<file path="src/rtl/transmit_dac_pkg.sv">
// Shared definitions for the transmit_dac serial DAC transmitter.
// State encodings, default widths and DAC power-down mode codes.
package transmit_dac_pkg;

    typedef enum logic [1:0] {
        ST_IDLE  = 2'd0,
        ST_SHIFT = 2'd1,
        ST_GAP   = 2'd2
    } state_t;

    localparam int TX_DATA_W  = 12;
    localparam int TX_FRAME_W = 16;

    localparam logic [1:0] PD_NORMAL = 2'b00;
    localparam logic [1:0] PD_1K     = 2'b01;
    localparam logic [1:0] PD_100K   = 2'b10;
    localparam logic [1:0] PD_HIZ    = 2'b11;

endpackage

</file>
<file path="src/rtl/transmit_dac_shifter.sv">
// FRAME_W-bit load/shift register presenting the frame MSB-first on a
// registered serial output; the FSM drives load, shift and clear.
module transmit_dac_shifter #(
    parameter int FRAME_W = 16
) (
    input  logic               sclk,
    input  logic               rst,
    input  logic               load,
    input  logic               shift,
    input  logic               clear,
    input  logic [FRAME_W-1:0] frame,
    output logic               sout
);

    // Holds only the bits not yet presented; the current bit lives in sout.
    logic [FRAME_W-2:0] rest;

    always_ff @(posedge sclk or posedge rst) begin
        if (rst) begin
            rest <= '0;
            sout <= 1'b0;
        end else if (load) begin
            rest <= frame[FRAME_W-2:0];
            sout <= frame[FRAME_W-1];
        end else if (shift) begin
            rest <= {rest[FRAME_W-3:0], 1'b0};
            sout <= rest[FRAME_W-2];
        end else if (clear) begin
            rest <= '0;
            sout <= 1'b0;
        end
    end

endmodule

</file>
<file path="src/rtl/transmit_dac.sv">
// Serial transmitter for a 12-bit SPI-style DAC: frames {00, PD, data}
// MSB-first under an active-low sync. Define TRANSMIT_DAC_DUAL_EN for a second channel.
module transmit_dac
    import transmit_dac_pkg::*;
#(
    parameter int         DATA_W  = TX_DATA_W,
    parameter int         FRAME_W = TX_FRAME_W,
    parameter logic [1:0] PD_MODE = PD_NORMAL
) (
    input  logic              sclk,
    input  logic              rst,
    input  logic              tx_start,
    input  logic [DATA_W-1:0] din,
`ifdef TRANSMIT_DAC_DUAL_EN
    input  logic [DATA_W-1:0] din2,
    output logic              sdata2,
`endif
    output logic              ready,
    output logic              sync,
    output logic              sdata,
    output logic              tx_done_tick
);

    state_t     state, state_next;
    logic [3:0] cnt;
    logic       load, shift, clear;
    logic       sync_next, tick_next;

    always_ff @(posedge sclk or posedge rst) begin
        if (rst) begin
            state        <= ST_IDLE;
            sync         <= 1'b1;
            tx_done_tick <= 1'b0;
            cnt          <= 4'd0;
        end else begin
            state        <= state_next;
            sync         <= sync_next;
            tx_done_tick <= tick_next;
            if (load)
                cnt <= 4'd0;
            else if (state == ST_SHIFT)
                cnt <= cnt + 4'd1;
        end
    end

    // GAP behaves like IDLE for acceptance, which gives the 17-cycle back-to-back period.
    always_comb begin
        state_next = state;
        load       = 1'b0;
        shift      = 1'b0;
        clear      = 1'b0;
        case (state)
            ST_IDLE, ST_GAP: begin
                if (tx_start) begin
                    state_next = ST_SHIFT;
                    load       = 1'b1;
                end else begin
                    state_next = ST_IDLE;
                end
            end
            ST_SHIFT: begin
                if (cnt == 4'(FRAME_W - 1)) begin
                    state_next = ST_GAP;
                    clear      = 1'b1;
                end else begin
                    shift = 1'b1;
                end
            end
            default: state_next = ST_IDLE;
        endcase
        sync_next = (state_next != ST_SHIFT);
        tick_next = (state_next == ST_GAP);
    end

    assign ready = (state == ST_IDLE) || (state == ST_GAP);

    transmit_dac_shifter #(.FRAME_W(FRAME_W)) u_shift_a (
        .sclk  (sclk),
        .rst   (rst),
        .load  (load),
        .shift (shift),
        .clear (clear),
        .frame ({2'b00, PD_MODE, din}),
        .sout  (sdata)
    );

`ifdef TRANSMIT_DAC_DUAL_EN
    transmit_dac_shifter #(.FRAME_W(FRAME_W)) u_shift_b (
        .sclk  (sclk),
        .rst   (rst),
        .load  (load),
        .shift (shift),
        .clear (clear),
        .frame ({2'b00, PD_MODE, din2}),
        .sout  (sdata2)
    );
`endif

endmodule

</file>
<file path="config.mk">
export PLATFORM = sky130hd
export DESIGN_NAME = transmit_dac
export DESIGN_NICKNAME = d
export VERILOG_FILES = /design/src/rtl/transmit_dac_pkg.sv /design/src/rtl/transmit_dac_shifter.sv /design/src/rtl/transmit_dac.sv
export SDC_FILE = /design/constraint.sdc
export NUM_CORES = 1
export LEC_CHECK = 0
export ABC_CLOCK_PERIOD_IN_PS = 2050
export CORE_UTILIZATION = 30
export CTS_BUF_LIST = sky130_fd_sc_hd__clkbuf_2
export DETAILED_ROUTE_END_ITERATION = 8
export GPL_TIMING_DRIVEN = 0
export PLACE_DENSITY = 0.46
export SLEW_MARGIN = 20
export SYNTH_ARGS = -nofsm -noshare
export SYNTH_HDL_FRONTEND = slang
export SYNTH_HIERARCHICAL = 1
export SYNTH_SLANG_ARGS = --single-unit
</file>
<file path="constraint.sdc">
create_clock -name sclk -period 2.05 [get_ports sclk]
set_clock_uncertainty 0.05 [all_clocks]
set_input_delay 0.205 -clock sclk [delete_from_list [all_inputs] [get_ports sclk]]
set_output_delay 0.205 -clock sclk [all_outputs]
set_load 0.1 [all_outputs]
</file>
==> metrics, run 1 <==
Starting Density=0.3228; Final GP Congestion=0.7427; total wire length after detailed routing=2.554 mm; n_diodes=0; largest family of logic cells by synthesized area=simple AND/OR/NAND/NOR gates; CP top delay family=buffers and inverters; met3 wire len=68 µm; die height=65.93 µm; worst r2r path cells=6; Seq/Total Area, Yosys=0.4908; post-synthesis mux area share=0; CP Launch Type=flop; Worst-Margin Slew=0.9478 ns; synth cell count leaders=31 x a21oi_1, 23 x dfrtp_1, 16 x nor2b_1; slack of the critical path=slightly below 0.09 ns; Final ANT Viol Nets=0; Mapped Cells=124; Unique masters post-synth=26; CTS Buffer Depth=2; clock root cell=clkbuf_2; Slowest-stage cell, CP=clkdlybuf4s15_1; Compound-Gate Fraction of Synth Area=0.1643; Primary FF master, synth=dfrtp_1; Setup TNS Final=0 ns; via count=~960; crit-path max FO=1; maxcap violations=0; Worst Setup End Kind=primary output; max_slew headroom=0.3707; CTS tree=done; synth warn=6; Pleak=approximately 0.63 nW; Initial DRT Pass Iterations=4; global-route wire length before repair=4.395 mm; worst path required time=1.79 ns; crit-path cells=clkdlybuf4s15_1; reg2reg setup slack=about 0.22 ns; TritonCTS Sinks=24; max layer used=met4; worst vdd ir=between 0.3 and 0.4 mV; outcome=completed; Crit Reg-Reg Endpoint=u_shift_a/rest[10]; core box area=~0.0038 mm²; DR WL met2=1.311 mm; critical path class=flop to primary output; maximum clock frequency=0.5100 GHz; PwrDens=1312 mW/mm²; Mapped Area=0.001226 mm²; DRT iter0 DRCs=21; Synth Register Bits=24; CP bufs+invs=1; Post-Synth Adder-Cell Area=0.01020; Final setup viols=0; gr ovfl total=0; Clock transition at path regs=0.22 ns; Min-Delay Path Class=primary input to asynchronous set/reset pin; Layout area overhead=22.75%; Port Buf Inserts=18; DRT met1 WL=~1.2 mm; Largest stage delay, worst path=0.81 ns; fraction of layout cells with a size suffix above 1=0.1007; DRC=0; Synth area leader=dfrtp_1; Routed wire per std cell=between 10 and 15 µm; average size of a mapped cell=9.889 µm²; ranking of synthesized cells by area=dfrtp_1 47%, a21oi_1 13%, or3b_1 11%; Synth async-reset ratio=1.000; most common cell in the synthesized netlist=a21oi_1; H-Tree Depth=1; Horiz. Die Dim=65.93 µm; Synth Area in Simple Gates=0.2469; HPWL Detailed=1.822 mm; top cell type's share of synthesized area=0.4694; cts bufs inserted=3; full die area=0.004347 mm²; R2R Path Start=cnt[0]; row cnt=22; xor/xnor share of the synthesized area=0.01429; Worst-Skew Late Latency=0.33 ns; number of enable flip-flop cells after synthesis=0; pin count of the biggest net entering global routing=17; Period Utilization, post-route=0.9565; GRT Total Usage=0.1358; fin crit period=1.961 ns; vias in the first global route=935; Crit path arrival time=around 1.7 ns; Layout Nets=166; initial antenna violation count=0; Ports=19; unrepaired setup endpoints after global routing=no; Max Slew Vio Count=0; via/cell ratio=4.863; Final Hold Viols=0; dpl ws=between 0.08 and 0.09 ns
[per-layer routing]
| metal | GRT usage | vias up |
|---|---|---|
| met4 | 0.05585 | 0 |
| met5 | 0 | - |
| li1 | - | 472 |
| met3 | 0.02069 | 2 |
| met1 | 0.1818 | 466 |
| met2 | 0.2168 | 18 |
[worst max-delay path by stage]
stage | from | end | slack, ns | cells past startpoint
2_1_floorplan | state[0] | u_shift_a/rest[3] | 0.06 | 5
3_3_place_gp | cnt[0] | u_shift_a/rest[4] | 0.08 | 6
3_5_place_dp | state[0] | ready | 0.08 | 2
4_1_cts | sync | sync | 0.02 | 1
5_1_grt | sync | sync | 0.01 | 1
6_report | sync | sync | 0.09 | 1
[cells by family after synthesis]
family | Yosys count
AO/OA/AOI/OAI | 38
flip-flops | 24
buffers and inverters | 14
other | 1
XOR/XNOR | 2
AND/OR/NAND/NOR | 44
adder cells (fa/ha/maj) | 1
[state kept, by name, summed over array words and instances, names as in the netlist]
register and cells:
u_shift_a/rest 15, tx_done_tick 1, state 2, u_shift_a/sout 1, sync 1, cnt 4
[layout by cell type, fill, tap and decap left out, drive strengths merged, types with 2 or more instances in the layout]
cell,n
clkbuf,7
nand2,3
inv,5
conb,4
xor2,2
nor2b,17
a21oi,31
o21ai,3
nor2,2
dfrtp,23
or3b,15
nor3,3
clkdlybuf4s50,14
clkdlybuf4s15,2
dlygate4sd2,2
buf,5
[power breakdown]
part	total (W)	internal (W)	leakage, nW	switching, W
combinational	0.000981	0.000414	0.325	0.000567
clock	0.000191	0.0000516	0.0166	0.000139
sequential	0.000803	0.000685	0.293	0.000118
total	0.00197	0.00115	0.634	0.000825
[final cells by class]
type / count / area [µm²]
multi-input cells: 89 / 554.3
clock buffers: 4 / 20.02
plain buffers: 8 / 63.81
flip-flops and latches: 24 / 601.8
fillers: 385 / 2293
repair buffers: 18 / 178.9
inverters: 6 / 26.28
well taps: 48 / 60.06
[through the flow]
stage / hold slack (ns) / util / total power, W / instances / area, µm²
after floorplan: -0.03006 / - / 0.001573 / 127 / 1241
after global placement: 0.4582 / 0.3900 / 0.001791 / 193 / 1481
after detailed placement: 0.4563 / 0.3900 / 0.001809 / 193 / 1481
after CTS: 0.04494 / 0.3946 / 0.001994 / 197 / 1499
after global routing: 0.05775 / 0.3962 / 0.002138 / 197 / 1505
final: 0.06265 / 0.3962 / 0.001975 / 197 / 1505
[timing repair]
| action | 4_1_cts | 5_1_grt |
|---|---|---|
| resized for setup | 6 | 2 |
| hold buffers | 0 | 0 |
| hold endpoints to repair | 0 | 0 |
| setup endpoints to repair | 4 | 10 |
| setup buffers | 0 | 0 |
Note: power is estimated with default switching activity, not from simulation.
==> run 2: changes to the inputs <==
--- a/config.mk
+++ b/config.mk
@@ -5,12 +5,14 @@
 export SDC_FILE = /design/constraint.sdc
 export NUM_CORES = 1
 export LEC_CHECK = 0
-export ABC_CLOCK_PERIOD_IN_PS = 2050
+export ABC_CLOCK_PERIOD_IN_PS = 1900
 export CORE_UTILIZATION = 30
 export CTS_BUF_LIST = sky130_fd_sc_hd__clkbuf_2
+export CTS_CLUSTER_DIAMETER = 30
 export DETAILED_ROUTE_END_ITERATION = 8
+export DONT_BUFFER_PORTS = 1
 export GPL_TIMING_DRIVEN = 0
-export PLACE_DENSITY = 0.46
+export PLACE_DENSITY = 0.4
 export SLEW_MARGIN = 20
 export SYNTH_ARGS = -nofsm -noshare
 export SYNTH_HDL_FRONTEND = slang
==> constraint.sdc (replaced) <==
create_clock -name sclk -period 1.9 [get_ports sclk]
set_clock_uncertainty 0.05 [all_clocks]
set_input_delay 0.19 -clock sclk [delete_from_list [all_inputs] [get_ports sclk]]
set_output_delay 0.19 -clock sclk [all_outputs]
set_load 0.1 [all_outputs]
==> run 2 against run 1 <==
Compared with the run above:
- critical path depth rose by 5
- worst hold slack improved by 0.074 ns
- total power rose by 8.3%
- flip-flop and latch count did not move
- sequential share of layout area fell by 0.36 points
- die area did not move
- highest routed layer unchanged
==> metrics, run 2 (synthesized netlist as in run 1, its figures left out) <==
outcome=completed; Horiz. Die Dim=65.93 µm (unchanged); combined area of the multi-input logic cells=569.3 µm² (+2.7%); Routed wire per std cell=13.92 µm (+7.4%); gr ovfl total=0 (unchanged); worst vdd ir=0.6678 mV (+97%); DRT iter0 DRCs=33 (+57%); Final GP Congestion=0.7873 (+6.0%); H-Tree Depth=1 (unchanged); CTS tree=done; register name with the most flops=u_shift_a/rest; Crit path arrival time=2.06 ns (+0.35 ns); design area=0.001525 mm² (+1.3%); Period Utilization, post-route=0.9727; TritonCTS Sinks=24 (unchanged); initial antenna violation count=0 (unchanged); fraction of layout cells with a size suffix above 1=0.1533 (+0.05266); CP Launch Type=flop; Ports=19 (unchanged); max_slew headroom=0.4028 (+0.03216); global-route wire length before repair=4.650 mm (+5.8%); core box area=0.003799 mm² (unchanged); Layout Nets=167 (+0.60%); GRT Total Usage=0.1433 (+0.007489); cts bufs inserted=3 (unchanged); Port Buf Inserts=0 (-18); crit-path max FO=6 (+5); Max Slew Vio Count=0 (unchanged); via/cell ratio=4.874 (+0.22%); most common cell after layout, fill and taps aside=a21oi_1; placed cell area=0.001306 mm² (-12%); full die area=0.004347 mm² (unchanged); PwrDens=1403 mW/mm² (+6.9%); Clock transition at path regs=0.22 ns (about the same); Placed Instances=175 (-9.3%); Worst-Skew Late Latency=0.34 ns (about the same); register area=604.3 µm² (+0.42%); hold slack=0.1363 ns (+0.07362 ns); Largest regs=u_shift_a/rest x15, cnt x4, state x2; Final Hold Viols=0 (unchanged); worst path required time=2.12 ns (+0.33 ns); fin crit period=1.848 ns; via count=965 (+0.73%); leading cell types in the layout, fill and taps excluded=30 x a21oi_1, 21 x dfrtp_1, 16 x nor2b_1, 15 x or3b_1, 14 x dlygate4sd3_1; fin cells=198 (+0.51%); HPWL Detailed=1.803 mm (-1.1%); Initial DRT Pass Iterations=4 (unchanged); Worst-Margin Slew=0.8958 ns (-0.05200 ns); Filler cells=407 (+5.7%); pin count of the biggest net entering global routing=17 (unchanged); DRC=0 (unchanged); CTS Buffer Depth=2 (unchanged); maxcap violations=0 (unchanged); die height=65.93 µm (unchanged); max reg flops=15 (unchanged); vias in the first global route=979 (+4.7%); clock root cell=clkbuf_2; Final setup viols=0 (unchanged); n_diodes=0 (unchanged); Setup TNS Final=0 ns (unchanged); Layout area overhead=24.39%; Pleak=0.6372 nW (+0.46%); critical path class=flop to flop; Min-Delay Path Class=primary input to flop; total wire length after detailed routing=2.757 mm (+7.9%); maximum clock frequency=roughly 0.54 GHz; Worst Setup End Kind=flop; Util after Layout=0.4015 (+0.005270); Starting Density=0.3228 (unchanged); row cnt=22 (unchanged); Final ANT Viol Nets=0 (unchanged)
==> run 2: cell types whose count changed in the layout (fill, tap and decap cells not counted), moves of 2 or more <==
cell,previous run,this run
buf_4,1,5
dlygate4sd3_1,0,14
dfrtp_1,23,21
dfrtp_2,0,2
dlygate4sd2_1,2,0
clkdlybuf4s50_1,14,0
==> run 2: per-layer routing <==
layer | wire [µm] | global-route usage | vias up
li1 | - | - | 476
met1 | 1428 | 0.1944 | 462
met2 | 1180 | 0.2207 | 25
met3 | 125 | 0.04138 | 2
met4 | 23 | 0.03989 | 0
met5 | 0 | 0 | -
==> run 2: area by class of cell <==
| type | instances | area share |
|---|---|---|
| flip-flops and latches | 24 | 0.3962 |
| multi-input cells | 89 | 0.3733 |
| repair buffers | 19 | 0.1190 |
| plain buffers | 8 | 0.04184 |
| well taps | 48 | 0.03938 |
| inverters | 6 | 0.01723 |
| clock buffers | 4 | 0.01313 |
==> run 2: report_power, final <==
| part | switching, W | internal [W] |
|---|---|---|
| logic | 0.000477 | 0.000436 |
| registers | 0.000274 | 0.000743 |
| clock network | 0.000154 | 0.0000556 |
==> run 2: worst max-delay path, cell delays in order (launching register included) <==
cell	delay [ns]
dfrtp_2	0.44
clkinvlp_4	0.49
nor3_4	0.33
buf_6	0.15
buf_4	0.14
or3b_1	0.12
a21oi_2	0.05
==> run 2: timing repair <==
action | in CTS | in global routing
cloned | 0 | 1
setup endpoints to repair | 16 | 14
resized for setup | 2 | 6
pin swaps | 1 | 1
buffers inserted | 3 | 1
hold buffers | 14 | 0
hold endpoints to repair | 39 | 0
==> run 2: final timing paths <==
kind                            depth (start not counted)  startpoint            endpoint  slack [ns]
worst min register to register                          1      cnt[2]              cnt[2]        0.50
max in group asynchronous                               2         rst  u_shift_a/rest[13]        1.09
worst max register to register                          6    state[0]   u_shift_a/rest[7]        0.05
min in group asynchronous                               2         rst              cnt[2]        0.17
worst max-delay path                                    6    state[0]   u_shift_a/rest[7]        0.05
worst min-delay path                                    2    tx_start                sync        0.14
==> run 2: per-stage QoR <==
stage	setup WS [ns]	power, W
floorplan	0.05964	0.001699
global placement	-0.2693	0.001866
detailed placement	-0.2626	0.001871
CTS	0.01941	0.002139
global route	-0.004458	0.002321
finish	0.05187	0.002140
==> run 3: changes to the inputs <==
--- a/config.mk
+++ b/config.mk
@@ -8,12 +8,12 @@
 export ABC_CLOCK_PERIOD_IN_PS = 1900
 export CORE_UTILIZATION = 30
 export CTS_BUF_LIST = sky130_fd_sc_hd__clkbuf_2
-export CTS_CLUSTER_DIAMETER = 30
+export CTS_CLUSTER_DIAMETER = 120
 export DETAILED_ROUTE_END_ITERATION = 8
 export DONT_BUFFER_PORTS = 1
 export GPL_TIMING_DRIVEN = 0
 export PLACE_DENSITY = 0.4
-export SLEW_MARGIN = 20
+export SLEW_MARGIN = 25
 export SYNTH_ARGS = -nofsm -noshare
 export SYNTH_HDL_FRONTEND = slang
 export SYNTH_HIERARCHICAL = 1
==> results of run 3 <==
The final DEF is identical to that of run 2; final timing and power are the same.
